==> config.mk <==
export PLATFORM = sky130hd
export DESIGN_NAME = fwd_scoreboard
export DESIGN_NICKNAME = d
export VERILOG_FILES = /design/src/rtl/otter_pipe_pkg.sv /design/src/rtl/fwd_src_select.sv /design/src/rtl/fwd_scoreboard.sv
export SDC_FILE = /design/constraint.sdc
export NUM_CORES = 1
export LEC_CHECK = 0
export ABC_AREA = 1
export CELL_PAD_IN_SITES_DETAIL_PLACEMENT = 0
export CELL_PAD_IN_SITES_GLOBAL_PLACEMENT = 2
export CORE_ASPECT_RATIO = 0.75
export CORE_MARGIN = 2
export CORE_UTILIZATION = 28
export DETAILED_ROUTE_END_ITERATION = 12
export PLACE_DENSITY_LB_ADDON = 0.15
export SETUP_SLACK_MARGIN = 0.3
export SYNTH_ARGS = -nofsm -noshare
export SYNTH_HDL_FRONTEND = slang
export SYNTH_SLANG_ARGS = --single-unit
==> constraint.sdc <==
create_clock -name CLK -period 2 [get_ports CLK]
set_input_delay 0.4 -clock CLK [delete_from_list [all_inputs] [get_ports CLK]]
set_output_delay 0.4 -clock CLK [all_outputs]
set_load 0.03 [all_outputs]
==> src/rtl/otter_pipe_pkg.sv <==
// Shared OTTER pipeline types: opcode encodings, scoreboard entry layout and
// opcode classification helpers used by the hazard/forwarding logic.
package otter_pipe_pkg;

  typedef enum logic [6:0] {
    LUI    = 7'b0110111,
    AUIPC  = 7'b0010111,
    JAL    = 7'b1101111,
    JALR   = 7'b1100111,
    BRANCH = 7'b1100011,
    LOAD   = 7'b0000011,
    STORE  = 7'b0100011,
    OP_IMM = 7'b0010011,
    OP_RG3 = 7'b0110011,
    CSR    = 7'b1110011
  } opcode_t;

  typedef struct packed {
    logic       valid;
    logic [4:0] rd;
    logic       is_load;
  } sb_entry_t;

  function automatic logic writes_rd(input logic [6:0] op);
    case (op)
      LUI, AUIPC, JAL, JALR, LOAD, OP_IMM, OP_RG3, CSR: return 1'b1;
      default:                                          return 1'b0;
    endcase
  endfunction

  function automatic logic uses_rs1(input logic [6:0] op);
    case (op)
      JALR, LOAD, OP_IMM, CSR, BRANCH, OP_RG3, STORE: return 1'b1;
      default:                                        return 1'b0;
    endcase
  endfunction

  function automatic logic uses_rs2(input logic [6:0] op);
    case (op)
      BRANCH, OP_RG3, STORE: return 1'b1;
      default:               return 1'b0;
    endcase
  endfunction

endpackage

==> src/rtl/fwd_src_select.sv <==
// Forwarding source selection for one operand: picks the youngest in-flight
// producer of the operand, or requests a stall if that producer is an unready load.
module fwd_src_select
  import otter_pipe_pkg::*;
#(
  parameter int NUM_FWD_STAGES = 2,
  parameter int LOAD_LAT       = 1,
  parameter int SEL_W          = $clog2(NUM_FWD_STAGES + 1)
) (
  input  sb_entry_t [NUM_FWD_STAGES-1:0] entries_i,
  input  logic      [4:0]                addr_i,
  input  logic                           use_i,
  output logic      [SEL_W-1:0]          sel_o,
  output logic                           stall_req_o
);

  logic found;

  always_comb begin
    sel_o       = '0;
    stall_req_o = 1'b0;
    found       = 1'b0;
    // Scan youngest first; the first hit masks every older producer, even when it stalls.
    for (int k = 0; k < NUM_FWD_STAGES; k++) begin
      if (!found && use_i && (addr_i != 5'd0) &&
          entries_i[k].valid && (entries_i[k].rd == addr_i)) begin
        found = 1'b1;
        if (entries_i[k].is_load && (k < LOAD_LAT)) stall_req_o = 1'b1;
        else                                        sel_o       = SEL_W'(k + 1);
      end
    end
  end

endmodule

==> src/rtl/fwd_scoreboard.sv <==
// OTTER hazard/forwarding unit: shift-register scoreboard of in-flight
// destinations, per-operand forward selects, load-use stall and stall counter.
module fwd_scoreboard
  import otter_pipe_pkg::*;
#(
  parameter int NUM_FWD_STAGES = 2,
  parameter int LOAD_LAT       = 1,
  parameter int CNT_W          = 32,
  localparam int SEL_W         = $clog2(NUM_FWD_STAGES + 1)
) (
  input  logic             CLK,
  input  logic             RST_N,
  input  logic             ADV,
  input  logic             FLUSH,
  input  logic [6:0]       OPCODE,
  input  logic [4:0]       ADDR_RS1,
  input  logic [4:0]       ADDR_RS2,
  input  logic [4:0]       ADDR_RD,
  output logic [SEL_W-1:0] FWD_RS1,
  output logic [SEL_W-1:0] FWD_RS2,
  output logic             STALL,
  output logic [CNT_W-1:0] STALL_CNT
);

  sb_entry_t [NUM_FWD_STAGES-1:0] entries_q, entries_d;
  logic      [CNT_W-1:0]          stall_cnt_q, stall_cnt_d;
  sb_entry_t                      dec_entry;
  logic                           stall_rs1, stall_rs2;

  fwd_src_select #(
    .NUM_FWD_STAGES(NUM_FWD_STAGES),
    .LOAD_LAT      (LOAD_LAT),
    .SEL_W         (SEL_W)
  ) u_sel_rs1 (
    .entries_i  (entries_q),
    .addr_i     (ADDR_RS1),
    .use_i      (uses_rs1(OPCODE)),
    .sel_o      (FWD_RS1),
    .stall_req_o(stall_rs1)
  );

  fwd_src_select #(
    .NUM_FWD_STAGES(NUM_FWD_STAGES),
    .LOAD_LAT      (LOAD_LAT),
    .SEL_W         (SEL_W)
  ) u_sel_rs2 (
    .entries_i  (entries_q),
    .addr_i     (ADDR_RS2),
    .use_i      (uses_rs2(OPCODE)),
    .sel_o      (FWD_RS2),
    .stall_req_o(stall_rs2)
  );

  assign STALL     = stall_rs1 | stall_rs2;
  assign STALL_CNT = stall_cnt_q;

  always_comb begin
    dec_entry.valid   = writes_rd(OPCODE) && (ADDR_RD != 5'd0);
    dec_entry.rd      = ADDR_RD;
    dec_entry.is_load = (OPCODE == LOAD);
    entries_d         = entries_q;
    stall_cnt_d       = stall_cnt_q;
    if (ADV) begin
      // A stalled or flushed decode slot enters the pipe as a bubble.
      entries_d[0] = (STALL || FLUSH) ? '0 : dec_entry;
      for (int k = 1; k < NUM_FWD_STAGES; k++) entries_d[k] = entries_q[k-1];
      if (STALL && (stall_cnt_q != '1)) stall_cnt_d = stall_cnt_q + CNT_W'(1);
    end
  end

  always_ff @(posedge CLK or negedge RST_N) begin
    if (!RST_N) begin
      entries_q   <= '0;
      stall_cnt_q <= '0;
    end else begin
      entries_q   <= entries_d;
      stall_cnt_q <= stall_cnt_d;
    end
  end

endmodule
-- After elaboration in Yosys (flattened, before gate mapping)
Cells that the tools add are included.
- register bits: 45
- word-level logic and storage cells: 63
- add/subtract/negate cells: 1
- equal/unequal tests: 15
- multiplexer cells: 14
- bitwise operators: 1
- reductions and logical operators: 26
- operators by type and width (cell ; count):
    32-bit by 1-bit adder with 32-bit output (second input constant) ; 1
    32-bit != test (second input constant) ; 1
    7-bit == test (second input constant) ; 4
    7-bit by 6-bit == test with 1-bit output (second input constant) ; 3
    5-bit == test ; 4
    1-bit logical AND ; 16
    5-bit nonzero test ; 3
    7-bit by 5-bit == test with 1-bit output (second input constant) ; 2
    1-bit 2-to-1 mux ; 11
    8-bit OR reduction ; 1
    7-bit by 2-bit == test with 1-bit output (second input constant) ; 1
    7-bit 2-to-1 mux ; 1
    7-bit OR reduction ; 1
    2-bit 2-to-1 mux ; 2
    3-bit OR reduction ; 1
    1-bit logical NOT ; 2
    2-bit AND reduction ; 1
    1-bit logical OR ; 1
    1-bit OR ; 1

-- Logic depth before layout (Yosys ltp)
Gate-level depths: netlist (run 1).
- depth in word-level cells: 13
- mapped depth: 14

-- Hierarchy
From an unflattened synthesis (run 1), not the netlist that was laid out.
- cell total of the unflattened synthesis: 526
- area total of the unflattened synthesis: 3318.2 µm²
- by module, submodules not included (module ; times used ; cells each ; area an instance (µm²)):
    fwd_scoreboard ; 1 ; 414 ; 2827.7
    fwd_src_select ; 2 ; 56 ; 245.2

-- Least setup slack after synthesis (run 1)
No wires, ideal clock.
- kind: input to output
- start point: input OPCODE[1]
- end point: output FWD_RS1[1]
- data arrival time: 1.814 ns
- data required time: 1.600 ns
- path slack: -0.214 ns
- cell stages on the path: 6
- buffers on the path: 0
- cells stage by stage: nand2_1 > nor2_2 > nand2_1 > nand3_1 > nand2_1 > nor4_1
- word-level cells in the longest chain between the ends: 13
- elaborated cells between the ends (all ways): 19
- classes of those cells: eq/ne (7); mux (3); reduce/logical (9)
- ends and longest elaborated chain (what ; line ; RTL):
    from (decl) ; fwd_scoreboard.sv:15 ; input logic [6:0] OPCODE,
    7-bit by 2-bit == test with 1-bit output, or another cell as far along ; otter_pipe_pkg.sv:32 ; case (op)
    7-bit OR reduction * ; otter_pipe_pkg.sv:32 ;
    1-bit 2-to-1 mux * ; otter_pipe_pkg.sv:32 ;
    1-bit logical AND (2 in a row) ; fwd_src_select.sv:25 ; if (!found && use_i && (addr_i != 5'd0) &&
    1-bit logical AND ; fwd_src_select.sv:26 ; entries_i[k].valid && (entries_i[k].rd == addr_i)) begin
    1-bit 2-to-1 mux ; fwd_src_select.sv:25 ;
    1-bit logical NOT ; fwd_src_select.sv:25 ;
    1-bit logical AND * (3 in a row) ; fwd_src_select.sv:25 ;
    1-bit logical AND * ; fwd_src_select.sv:26 ;
    2-bit 2-to-1 mux * ; fwd_src_select.sv:25 ;
    to (decl) ; fwd_scoreboard.sv:19 ; output logic [SEL_W-1:0] FWD_RS1,
Mark *: on every way between the ends. The rest lies on a longest branch, timed or not.

-- Worst setup path after layout (run 1)
- start point: register entries_q[4] in the netlist's numbering
- end point: output FWD_RS1[0]
- word-level cells in the longest chain between the ends: 9
- elaborated cells between the ends (all ways): 10
- classes of those cells: eq/ne (1); mux (3); reduce/logical (6)
- ends and longest elaborated chain (what ; line ; RTL):
    from (decl) ; fwd_scoreboard.sv:25 ; sb_entry_t [NUM_FWD_STAGES-1:0] entries_q, entries_d;
    from (signal assigned) ; fwd_scoreboard.sv:76 ; entries_q <= entries_d;
    5-bit == test * ; fwd_src_select.sv:26 ;
    1-bit logical AND * ; fwd_src_select.sv:26 ;
    1-bit 2-to-1 mux ; fwd_src_select.sv:25 ;
    1-bit logical NOT ; fwd_src_select.sv:25 ;
    1-bit logical AND (3 in a row) ; fwd_src_select.sv:25 ;
    1-bit logical AND ; fwd_src_select.sv:26 ;
    2-bit 2-to-1 mux * ; fwd_src_select.sv:25 ;
Marked as above.

==> results of run 1 <==
-- worst max-delay path: cells and delay by family (launching register included) --
kind / cells / cell delay [ns]
simple gates: 7 / 0.68
flops: 1 / 0.44
buf+inv: 2 / 0.28
-- metal layers --
| metal | GRT usage [%] | up-vias |
|---|---|---|
| met1 | 28.29 | 1623 |
| li1 | - | 1768 |
| met3 | 2.946 | 5 |
| met4 | 2.778 | 0 |
| met5 | 0 | - |
| met2 | 29.33 | 65 |
-- synthesized netlist by cell type, types with 5 or more instances --
cell and n:
dfrtp_1 45, nor2_2 6, nor3_1 11, nor4_1 5, nor2_1 38, nand4_1 39
nand3_1 41, inv_1 68, o21ai_0 11, buf_4 5, nand2_1 139, o22ai_1 9
-- flip-flops by register name, indices dropped and copies added (netlist names) --
| signal | count |
|---|---|
| STALL_CNT | 32 |
| entries_q | 13 |
-- kinds of logic after synthesis --
| logic type | after synthesis |
|---|---|
| flops | 45 |
| compound gates | 28 |
| buf+inv | 89 |
| simple gates | 290 |
| xor+xnor | 5 |
| fa+ha+maj | 1 |
-- final cells by class --
type | instances | area (sq um)
sequential | 45 | 1137
clock buffer | 6 | 138.9
fill | 1127 | 5668
tap | 140 | 175.2
multi-input combinational | 324 | 1959
inverter | 74 | 282.8
timing repair buffer | 139 | 1419
clock inverter | 2 | 37.54
-- power by group through the flow --
stage | Sequential (W) | Clock [W] | Combinational, W
2_1_floorplan | 0.000962 | 0 | 0.0000985
3_3_place_gp | 0.000974 | 0 | 0.000235
3_5_place_dp | 0.000974 | 0 | 0.000235
4_1_cts | 0.000952 | 0.00104 | 0.000285
5_1_grt | 0.000955 | 0.00106 | 0.000325
6_report | 0.000954 | 0.00100 | 0.000293
-- metrics by stage --
stage	instances	setup slack, ns	util, %	hold slack (ns)
5_1_grt	730	-0.2029	47.61	0.1389
4_1_cts	726	-0.09684	46.45	0.1219
3_5_place_dp	686	-0.4089	38.17	0.4373
2_1_floorplan	458	0.2764	-	0.1044
3_3_place_gp	686	-0.3740	38.17	0.4338
6_report	730	-0.08056	47.61	0.1035
-- worst max-delay path by stage --
stage	depth (start not counted)	end
floorplan	9	STALL_CNT[26]
global placement	10	FWD_RS1[0]
detailed placement	13	STALL_CNT[2]
CTS	10	FWD_RS1[0]
global route	7	FWD_RS1[1]
finish	9	FWD_RS1[0]
-- repair_timing --
| item | CTS | global route |
|---|---|---|
| pin swaps | 38 | 27 |
| gates cloned | 7 | 1 |
| buffers inserted | 25 | 3 |
| setup endpoints to repair | 76 | 44 |
| resized for setup | 162 | 18 |
| endpoints found under the hold margin | 0 | 0 |
| hold buffers | 0 | 0 |
==> metrics.md, run 1 <==
| Metric | Value |
|---|---|
| XOR/XNOR Fraction of Synth Area | `1.427%` |
| Cells on worst reg2reg path | `16` |
| Synth Area in Adders | `0.4077%` |
| Post-synthesis compound-gate area fraction | `5.218%` |
| DRC violations left | `0` |
| CP Class | `flip-flop to output port` |
| Max-slew violation count | `0` |
| Dpl hpwl | `7.368 mm` |
| Tmin final | `2.081 ns` |
| Largest family of logic cells by synthesized area | `simple AND/OR/NAND/NOR gates` |
| Outcome | `complete, but fails checks` |
| Setup violations, final | `11` |
| Starting Density | `28.37%` |
| Max-slew headroom | `61.62%` |
| Post-Syn Area per Cell | `6.701 sq um` |
| CP peak stage delay | `0.44 ns` |
| Slowest library cell on the worst path | `dfrtp_1` |
| Routed wl met2 | `4.599 mm` |
| Final setup TNS | `-0.3374 ns` |
| VDD IR max | `318.7 uV` |
| Critical Path, Cell by Cell | `nand2_1 -> nand2_1 -> nor2_1 -> nand2_1 -> nor2_4 -> nand3_4 -> buf_6 -> nor2_4 -> buf_6` |
| CP Data Required Time | `1.60 ns` |
| Die area | `0.01182 sq mm` |
| Setup ws final | `-0.08056 ns` |
| Clk buf depth | `2` |
| Most used cell, CP | `nand2_1` |
| Failing checks | `setup timing` |
| Latest clock arrival within the worst-skew pair | `0.29 ns` |
| TritonCTS Buffers | `5` |
| Post-synthesis cell count | `458` |
| Setup slack, reg-to-reg | `-0.02 ns` |
| Post-Route WL | `10.81 mm` |
| Clk sinks | `45` |
| Clock Skew | `0.007444 ns` |
| Final Hold Viols | `0` |
| Vias | `3,461` |
| Ys async rst share | `100.0%` |
| Commonest non-fill, non-tap cells in the layout | `nand2_1 (122), inv_1 (59), buf_4 (54)` |
| Synth cell types | `34` |
| Top sig layer | `met4` |
| Sequential power share | `42.4%` |
| Leading register cell type out of synthesis | `dfrtp_1` |
| Leak pwr | `2.449 nW` |
| Antenna Nets Post-Route | `0` |
| Synthesized area | `0.003069 sq mm` |
| Clk pwr share | `44.5%` |
| Critical Path End Type | `output port` |
| Startpoint types | `flip-flop` |
| Slew @ Worst Pin | `0.5758 ns` |
| Vias in the first global route | `3,470` |
| Max FO, Critical Path | `5` |
| First-pass GRT wire length | `17.71 mm` |
| Unrepaired setup endpoints after global routing | `yes` |
| Core area | `0.01082 sq mm` |
| Hold Path Class | `input port to asynchronous set/reset pin` |
| RR Endpoint | `STALL_CNT[30]` |
| Pint | `0.001696 W` |
| Iter 0 DRT Violations | `143` |
| Switching part of the total | `24.57%` |
| Drt wl/cell | `14.81 um` |
| Die Wd | `124.9 um` |
| CTS tree | `done` |
| # IOs | `63` |
| FF-to-FF Start | `entries_q[4]` |
| Total power draw | `0.002248 W` |
| Number of cell rows | `33` |
| Max-cap violations | `0` |
| Top cell type's share of synthesized area | `36.69%` |
| Placed Area | `0.004129 sq mm` |
| RD Place Congestion | `0.8580` |
| Buffers on Ports | `62` |
| Tot GR Track Use | `18.87%` |
| Yosys warns | `0` |
| Total grt overflow | `0` |
| Diode count | `0` |
| #FFs+latches synth | `45` |
| Post-synth EDFFs | `0` |
| Net switching power | `0.0005523 W` |
| Top cells by area, synth | `dfrtp_1 (37%), nand2_1 (17%), inv_1 (8.3%)` |
| Worst EP arrival | `1.68 ns` |
| Share of layout cells above drive strength 1 | `33.56%` |
| Largest net degree at the start of global routing | `24` |
| Crit path from | `entries_q[4]` |
| Die H | `94.67 um` |
| Fmax | `480.6 MHz` |
| CTS clk-pin slew, worst paths | `0.07 ns` |
| Post-Syn Nets | `485` |
| Vias per std cell | `4.741` |
| DR pass1 iterations | `4` |
| Sequential fraction of the synthesis area | `36.69%` |
| Initial antenna violation count | `0` |
| WL met3 | `358 um` |
| Post-synth top area cell | `dfrtp_1` |
| Fin nets | `616` |
| Final Cell Area | `0.005150 sq mm` |
| CTS H-tree lvls | `2` |
| Area growth from synthesis to layout | `67.79%` |
| Mux share of post-synthesis cell area | `0%` |
| Simple-gate area share of the yosys netlist | `43.66%` |
| Share of total power in combinational logic | `13.0%` |
| CTS root buf | `clkbuf_16` |
| Met1 WL | `5.816 mm` |
| Most common cell after layout, fill and taps aside | `nand2_1` |
| Period utilization | `104.0%` |
| Pwr Density | `436.6 mW/mm^2` |
Note: power is estimated with default switching activity, not from simulation.
==> inputs of run 2 (changes only) <==
- CORE_MARGIN: 2 -> 5
==> metrics.md, run 2 (synthesis gave the netlist of run 1 again) <==
| Metric | Value |
|---|---|
| Outcome | `complete, but fails checks` |
| Failing checks | `setup timing` |
| Net switching power | `0.0005949 W (+7.7%)` |
| Pint | `0.001709 W (+0.79%)` |
| Vias in the first global route | `3,319 (-4.4%)` |
| Vias | `3,586 (+3.6%)` |
| Clk pwr share | `43.1% (-1.4 points)` |
| Number of hold buffers added after CTS | `0 (unchanged)` |
| Starting Density | `28.37% (unchanged)` |
| Critical Path, Cell by Cell | `dlygate4sd2_1 -> inv_1 -> nand2_1 -> nand2_2 -> nor2_2 -> nand2_2 -> nor2_4 -> nand3_2 -> nand2_2 -> nand2_4 -> clkinv_4 -> buf_6` |
| Max-slew headroom | `66.78% (+5.2 points)` |
| VDD IR max | `317.1 uV (-0.52%)` |
| Slew @ Worst Pin | `0.4937 ns (-0.08202 ns)` |
| Footprint of the multi-input gates | `0.001871 sq mm (-4.5%)` |
| Worst EP arrival | `1.74 ns (+0.06 ns)` |
| Max-cap violations | `0 (unchanged)` |
| Largest net degree at the start of global routing | `32 (+33%)` |
| Dpl hpwl | `7.596 mm (+3.1%)` |
| Clk sinks | `45 (unchanged)` |
| Hold Path Class | `input port to asynchronous set/reset pin` |
| Number of cell rows | `33 (unchanged)` |
| Startpoint types | `input port` |
| CTS tree | `done` |
| Total grt overflow | `0 (unchanged)` |
| Post-Route WL | `11.14 mm (+3.0%)` |
| Unrepaired setup endpoints after global routing | `yes` |
| Most used cell, CP | `nand2_2` |
| Buffers on Ports | `62 (unchanged)` |
| Tot GR Track Use | `16.77% (-2.1 points)` |
| Switching part of the total | `25.82% (+1.3 points)` |
| Final Hold Viols | `0 (unchanged)` |
| CTS root buf | `clkbuf_16` |
| CP Data Required Time | `1.60 ns (about the same)` |
| CP peak stage delay | `0.27 ns (-0.17 ns)` |
| Diode count | `0 (unchanged)` |
| Max FO, Critical Path | `3 (-2)` |
| Vias per std cell | `4.801 (+1.3%)` |
| DR pass1 iterations | `4 (unchanged)` |
| Clock Skew | `0.006867 ns (-0.0005767 ns)` |
| Initial antenna violation count | `0 (unchanged)` |
| Leak pwr | `2.563 nW (+4.7%)` |
| Area growth from synthesis to layout | `69.59%` |
| Die area | `0.01318 sq mm (+11%)` |
| Fmax | `468.0 MHz (-2.6%)` |
| Final setup TNS | `-3.173 ns (-2.835 ns)` |
| Core area | `0.01082 sq mm (unchanged)` |
| CP Class | `input port to output port` |
| Area taken by flip-flops and latches | `0.001137 sq mm (unchanged)` |
| Iter 0 DRT Violations | `226 (+58%)` |
| CTS H-tree lvls | `2 (unchanged)` |
| CTS clk-pin slew, worst paths | `0.07 ns (about the same)` |
| Pwr Density | `442.7 mW/mm^2 (+1.4%)` |
| Largest register FFs | `32 (unchanged)` |
| Setup slack, reg-to-reg | `-0.10 ns (-0.08 ns)` |
| Share of layout cells above drive strength 1 | `32.78% (-0.78 points)` |
| Setup ws final | `-0.1369 ns (-0.05634 ns)` |
| Max-slew violation count | `0 (unchanged)` |
| Slowest library cell on the worst path | `dlygate4sd2_1` |
| Fin nets | `633 (+2.8%)` |
| DRC violations left | `0 (unchanged)` |
| Total power draw | `0.002304 W (+2.5%)` |
| Clk buf depth | `2 (unchanged)` |
| First-pass GRT wire length | `17.33 mm (-2.2%)` |
| Sequential power share | `41.4% (-1.0 points)` |
| Commonest non-fill, non-tap cells in the layout | `nand2_1 (121), inv_1 (59), buf_4 (56)` |
| Share of total power in combinational logic | `15.5% (+2.5 points)` |
| RD Place Congestion | `0.8813 (+2.7%)` |
| Die Wd | `130.9 um (+4.8%)` |
| Tmin final | `2.137 ns (+0.05634 ns)` |
| Latest clock arrival within the worst-skew pair | `0.30 ns (about the same)` |
| TritonCTS Buffers | `5 (unchanged)` |
| Fillers | `1,104 (-2.0%)` |
| Period utilization | `106.8% (+2.8 points)` |
| Critical Path End Type | `output port` |
| Die H | `100.7 um (+6.3%)` |
| Drt wl/cell | `14.91 um (+0.65%)` |
| Setup violations, final | `42 (+31)` |
| Antenna Nets Post-Route | `0 (unchanged)` |
| Most common cell after layout, fill and taps aside | `nand2_1` |
| # IOs | `63 (unchanged)` |
run 2: cell types whose count changed in the layout (fill, tap and decap cells not counted), moves of 3 or more:
cell	change
nor2_1	-4
buf_16	-3
nor2_2	+5
buf_6	+14
nand3_1	+18
nand3_2	-14
nand3_4	-4
run 2: routing by layer:
metal  part of all wire, %  vias up  track usage, %
li1                      -     1798               -
met1                    52     1701           26.22
met2                    43       79           24.07
met3                   4.7        8           3.549
met4                  0.48        0           2.213
met5                     0        -               0
run 2: path summary, 6_finish.rpt:
| check | endpoint | cells after the start | start |
|---|---|---|---|
| worst max-delay path | STALL | 12 | ADDR_RS1[0] |
| worst min-delay path | STALL_CNT[9] | 1 | RST_N |
| worst max register to register | STALL_CNT[4] | 17 | entries_q[1] |
| worst min register to register | STALL_CNT[22] | 2 | STALL_CNT[22] |
| max in group asynchronous | entries_q[4] | 3 | RST_N |
| min in group CLK | STALL_CNT[22] | 2 | STALL_CNT[22] |
run 2: repair_timing:
action / in CTS / in global routing
gates resized for setup: 132 / 33
cloned: 4 / 3
buffers inserted: 36 / 4
endpoints found under the setup margin: 76 / 45
pin swaps: 45 / 25
endpoints found under the hold margin: 0 / 0
run 2: area by class of cell:
type / instances / share of cell area [%]
multi-input cells: 325 / 35.94
clock inverters: 3 / 0.8894
flip-flops and latches: 45 / 21.85
inverters: 74 / 5.433
repair buffers: 155 / 30.12
clock buffers: 5 / 2.404
well taps: 140 / 3.365
run 2: power by group through the flow:
stage	combinational (W)	clock, W	sequential (W)
after floorplan	0.0000985	0	0.000962
after global placement	0.000244	0	0.000973
after CTS	0.000318	0.00101	0.000952
after global routing	0.000390	0.00106	0.000956
final	0.000358	0.000992	0.000954
after detailed placement	0.000243	0	0.000973
run 2: metrics by stage:
step / cells / util [%] / hold slack [ns] / area [sq um] / setup WS, ns
4_1_cts: 740 / 46.06 / 0.08395 / 4982 / -0.08885
3_5_place_dp: 692 / 38.70 / 0.3996 / 4187 / -0.4116
6_report: 747 / 48.11 / 0.06360 / 5205 / -0.1369
2_1_floorplan: 458 / - / 0.1044 / 3154 / 0.2764
5_1_grt: 747 / 48.11 / 0.09038 / 5205 / -0.2530
3_3_place_gp: 692 / 38.70 / 0.4014 / 4187 / -0.3547
run 2: worst max-delay path, delay by kind of cell:
kind                   cells  cell delay, ns
and+or+nand+nor            8            0.79
buffers and inverters      4            0.55
==> inputs of run 3 (changes only) <==
- CELL_PAD_IN_SITES_DETAIL_PLACEMENT: 0 -> 1
- CORE_UTILIZATION: 28 -> 30
- clock period: 2 -> 2.7 ns (I/O delays scaled with it)
==> metrics.md, run 3 (synthesis gave the netlist of run 1 again) <==
| Metric | Value |
|---|---|
| Outcome | `finished, final reports clean` |
| Initial antenna violation count | `0 (unchanged)` |
| CP Data Required Time | `2.16 ns (+0.56 ns)` |
| Fin nets | `557 (-12%)` |
| Critical Path, Cell by Cell | `dlygate4sd2_1 -> inv_1 -> nand2_2 -> nor2_4 -> nand2_2 -> nor2_4 -> nand4_1 -> nor2_1 -> buf_4` |
| Most common cell after layout, fill and taps aside | `nand2_1` |
| Final Hold Viols | `0 (unchanged)` |
| CTS H-tree lvls | `2 (unchanged)` |
| CP peak stage delay | `0.26 ns (about the same)` |
| Latest clock arrival within the worst-skew pair | `0.30 ns (about the same)` |
| Core area | `0.01013 sq mm (-6.4%)` |
| Vias in the first global route | `3,253 (-2.0%)` |
| Buffers on Ports | `62 (unchanged)` |
| Number of cell rows | `32 (-3.0%)` |
| Buf/Inv on CP | `3 (-1)` |
| Tmin final | `2.329 ns` |
| Commonest non-fill, non-tap cells in the layout | `nand2_1 (131), inv_1 (62), dfrtp_1 (44)` |
| Crit. path cell count | `9 (-3)` |
| Area taken by flip-flops and latches | `0.001127 sq mm (-0.88%)` |
| # IOs | `63 (unchanged)` |
| Max-cap violations | `0 (unchanged)` |
| CTS root buf | `clkbuf_16` |
| Clock Skew | `0.006100 ns (-0.0007670 ns)` |
| Starting Density | `30.30% (+1.9 points)` |
| Footprint of the multi-input gates | `0.001655 sq mm (-12%)` |
| Largest register FFs | `32 (unchanged)` |
| Unrepaired setup endpoints after global routing | `yes` |
| Vias | `3,293 (-8.2%)` |
| Tot GR Track Use | `17.02% (+0.25 points)` |
| Total grt overflow | `0 (unchanged)` |
| CP delay by family, top | `simple AND/OR/NAND/NOR gates` |
| Total power draw | `0.001620 W (-30%)` |
| RD Place Congestion | `0.9029 (+2.5%)` |
| Post-Route WL | `10.50 mm (-5.8%)` |
| Setup violations, final | `0 (-100%)` |
| Dpl hpwl | `8.097 mm (+6.6%)` |
| Slew @ Worst Pin | `0.6421 ns (+0.1484 ns)` |
| Pwr Density | `391.5 mW/mm^2 (-12%)` |
| Die Wd | `126.8 um (-3.1%)` |
| Final setup TNS | `0 ns (+3.173 ns)` |
| Largest net degree at the start of global routing | `45 (+41%)` |
| Vias per std cell | `4.937 (+2.8%)` |
| Clk sinks | `45 (unchanged)` |
| Antenna Nets Post-Route | `0 (unchanged)` |
| VDD IR max | `237.4 uV (-25%)` |
| CTS clk-pin slew, worst paths | `0.06 ns (about the same)` |
| Diode count | `0 (unchanged)` |
| Share of layout cells above drive strength 1 | `14.69% (-18 points)` |
| Die H | `97.60 um (-3.1%)` |
| Period utilization | `86.25%` |
| DRC violations left | `0 (unchanged)` |
| CTS tree | `done` |
| DR pass1 iterations | `4 (unchanged)` |
| Cells on worst reg2reg path | `9 (-8)` |
| Area growth from synthesis to layout | `34.81%` |
| Fillers | `1,296 (+17%)` |
| Hold Path Class | `input port to asynchronous set/reset pin` |
| Max-slew violation count | `0 (unchanged)` |
| First-pass GRT wire length | `17.04 mm (-1.6%)` |
| Critical Path End Type | `output port` |
| Leak pwr | `1.909 nW (-26%)` |
| Slowest library cell on the worst path | `dlygate4sd2_1` |
| Fmax | `429.4 MHz` |
| Clk buf depth | `2 (unchanged)` |
| Iter 0 DRT Violations | `149 (-34%)` |
| Worst EP arrival | `1.79 ns (+0.05 ns)` |
| Drt wl/cell | `15.74 um (+5.5%)` |
| Max-slew headroom | `56.63% (-10 points)` |
| TritonCTS Buffers | `5 (unchanged)` |
| Max FO, Critical Path | `4 (+1)` |
| CP Class | `input port to output port` |
| Startpoint types | `input port` |
| Die area | `0.01237 sq mm (-6.1%)` |
-- run 3: cell count changes in the layout (fill, tap and decap cells not counted), sizes merged --
| cell | previous run | this run |
|---|---|---|
| nand3b | 3 | 2 |
| clkdlybuf4s50 | 7 | 39 |
| clkinv | 3 | 2 |
| buf | 96 | 24 |
| dlygate4sd2 | 46 | 12 |
-- run 3: through the flow --
stage | area [sq um] | worst slack [ns] | hold slack, ns | util [%] | std cells
final | 4138 | 0.3712 | 0.2452 | 40.85 | 667
after global routing | 4138 | 0.2688 | 0.2882 | 40.85 | 667
after CTS | 4075 | 0.3119 | 0.2589 | 40.23 | 662
after detailed placement | 3814 | 0.04035 | 0.5134 | 37.65 | 649
after global placement | 3814 | 0.03034 | 0.5104 | 37.65 | 649
after floorplan | 3075 | 0.5346 | 0.2444 | - | 458
-- run 3: routing by layer --
layer / global-route usage (%) / up-vias / wire length [um]
li1: - / 1639 / -
met2: 23.94 / 62 / 4347
met1: 26.33 / 1587 / 5502
met3: 3.516 / 5 / 581
met4: 3.792 / 0 / 65
met5: 0 / - / 0
-- run 3: repair_timing --
item | in CTS | in global routing
pin swaps | 11 | 8
buffers inserted | 5 | 5
endpoints found under the setup margin | 5 | 4
hold buffers | 0 | 0
cloned | 0 | 0
resized for setup | 40 | 16
-- run 3: final timing paths --
| path | start | to | slack, ns |
|---|---|---|---|
| max | OPCODE[2] | FWD_RS2[1] | 0.37 |
| min | RST_N | STALL_CNT[10] | 0.25 |
| max reg2reg | STALL_CNT[0] | STALL_CNT[26] | 0.57 |
| min reg2reg | STALL_CNT[17] | STALL_CNT[17] | 0.53 |
| max in group asynchronous | RST_N | entries_q[11] | 1.83 |
| min in group CLK | STALL_CNT[17] | STALL_CNT[17] | 0.53 |
-- run 3: final cells by class --
type                            count  share of cell area (%)
Clock buffer                        6                   3.357
Clock inverter                      2                  0.9072
Inverter                           74                   6.743
Multi-Input combinational cell    324                   40.01
Sequential cell                    45                   27.25
Tap cell                          136                   4.112
Timing Repair Buffer               80                   17.63
-- run 3: worst register-to-register path: stages, from the launching register on --
cell	delay, ns
dfrtp_1	0.45
ha_1	0.22
nand2_1	0.11
nor2_1	0.20
nand2_1	0.16
nor3_2	0.24
nor3b_1	0.40
nand3_1	0.12
nand2_1	0.07
nand2_1	0.05
-- run 3: power by group --
group	internal [W]	switching (W)
clock network	0.000462	0.000281
logic	0.0000686	0.000101
registers	0.000689	0.0000184
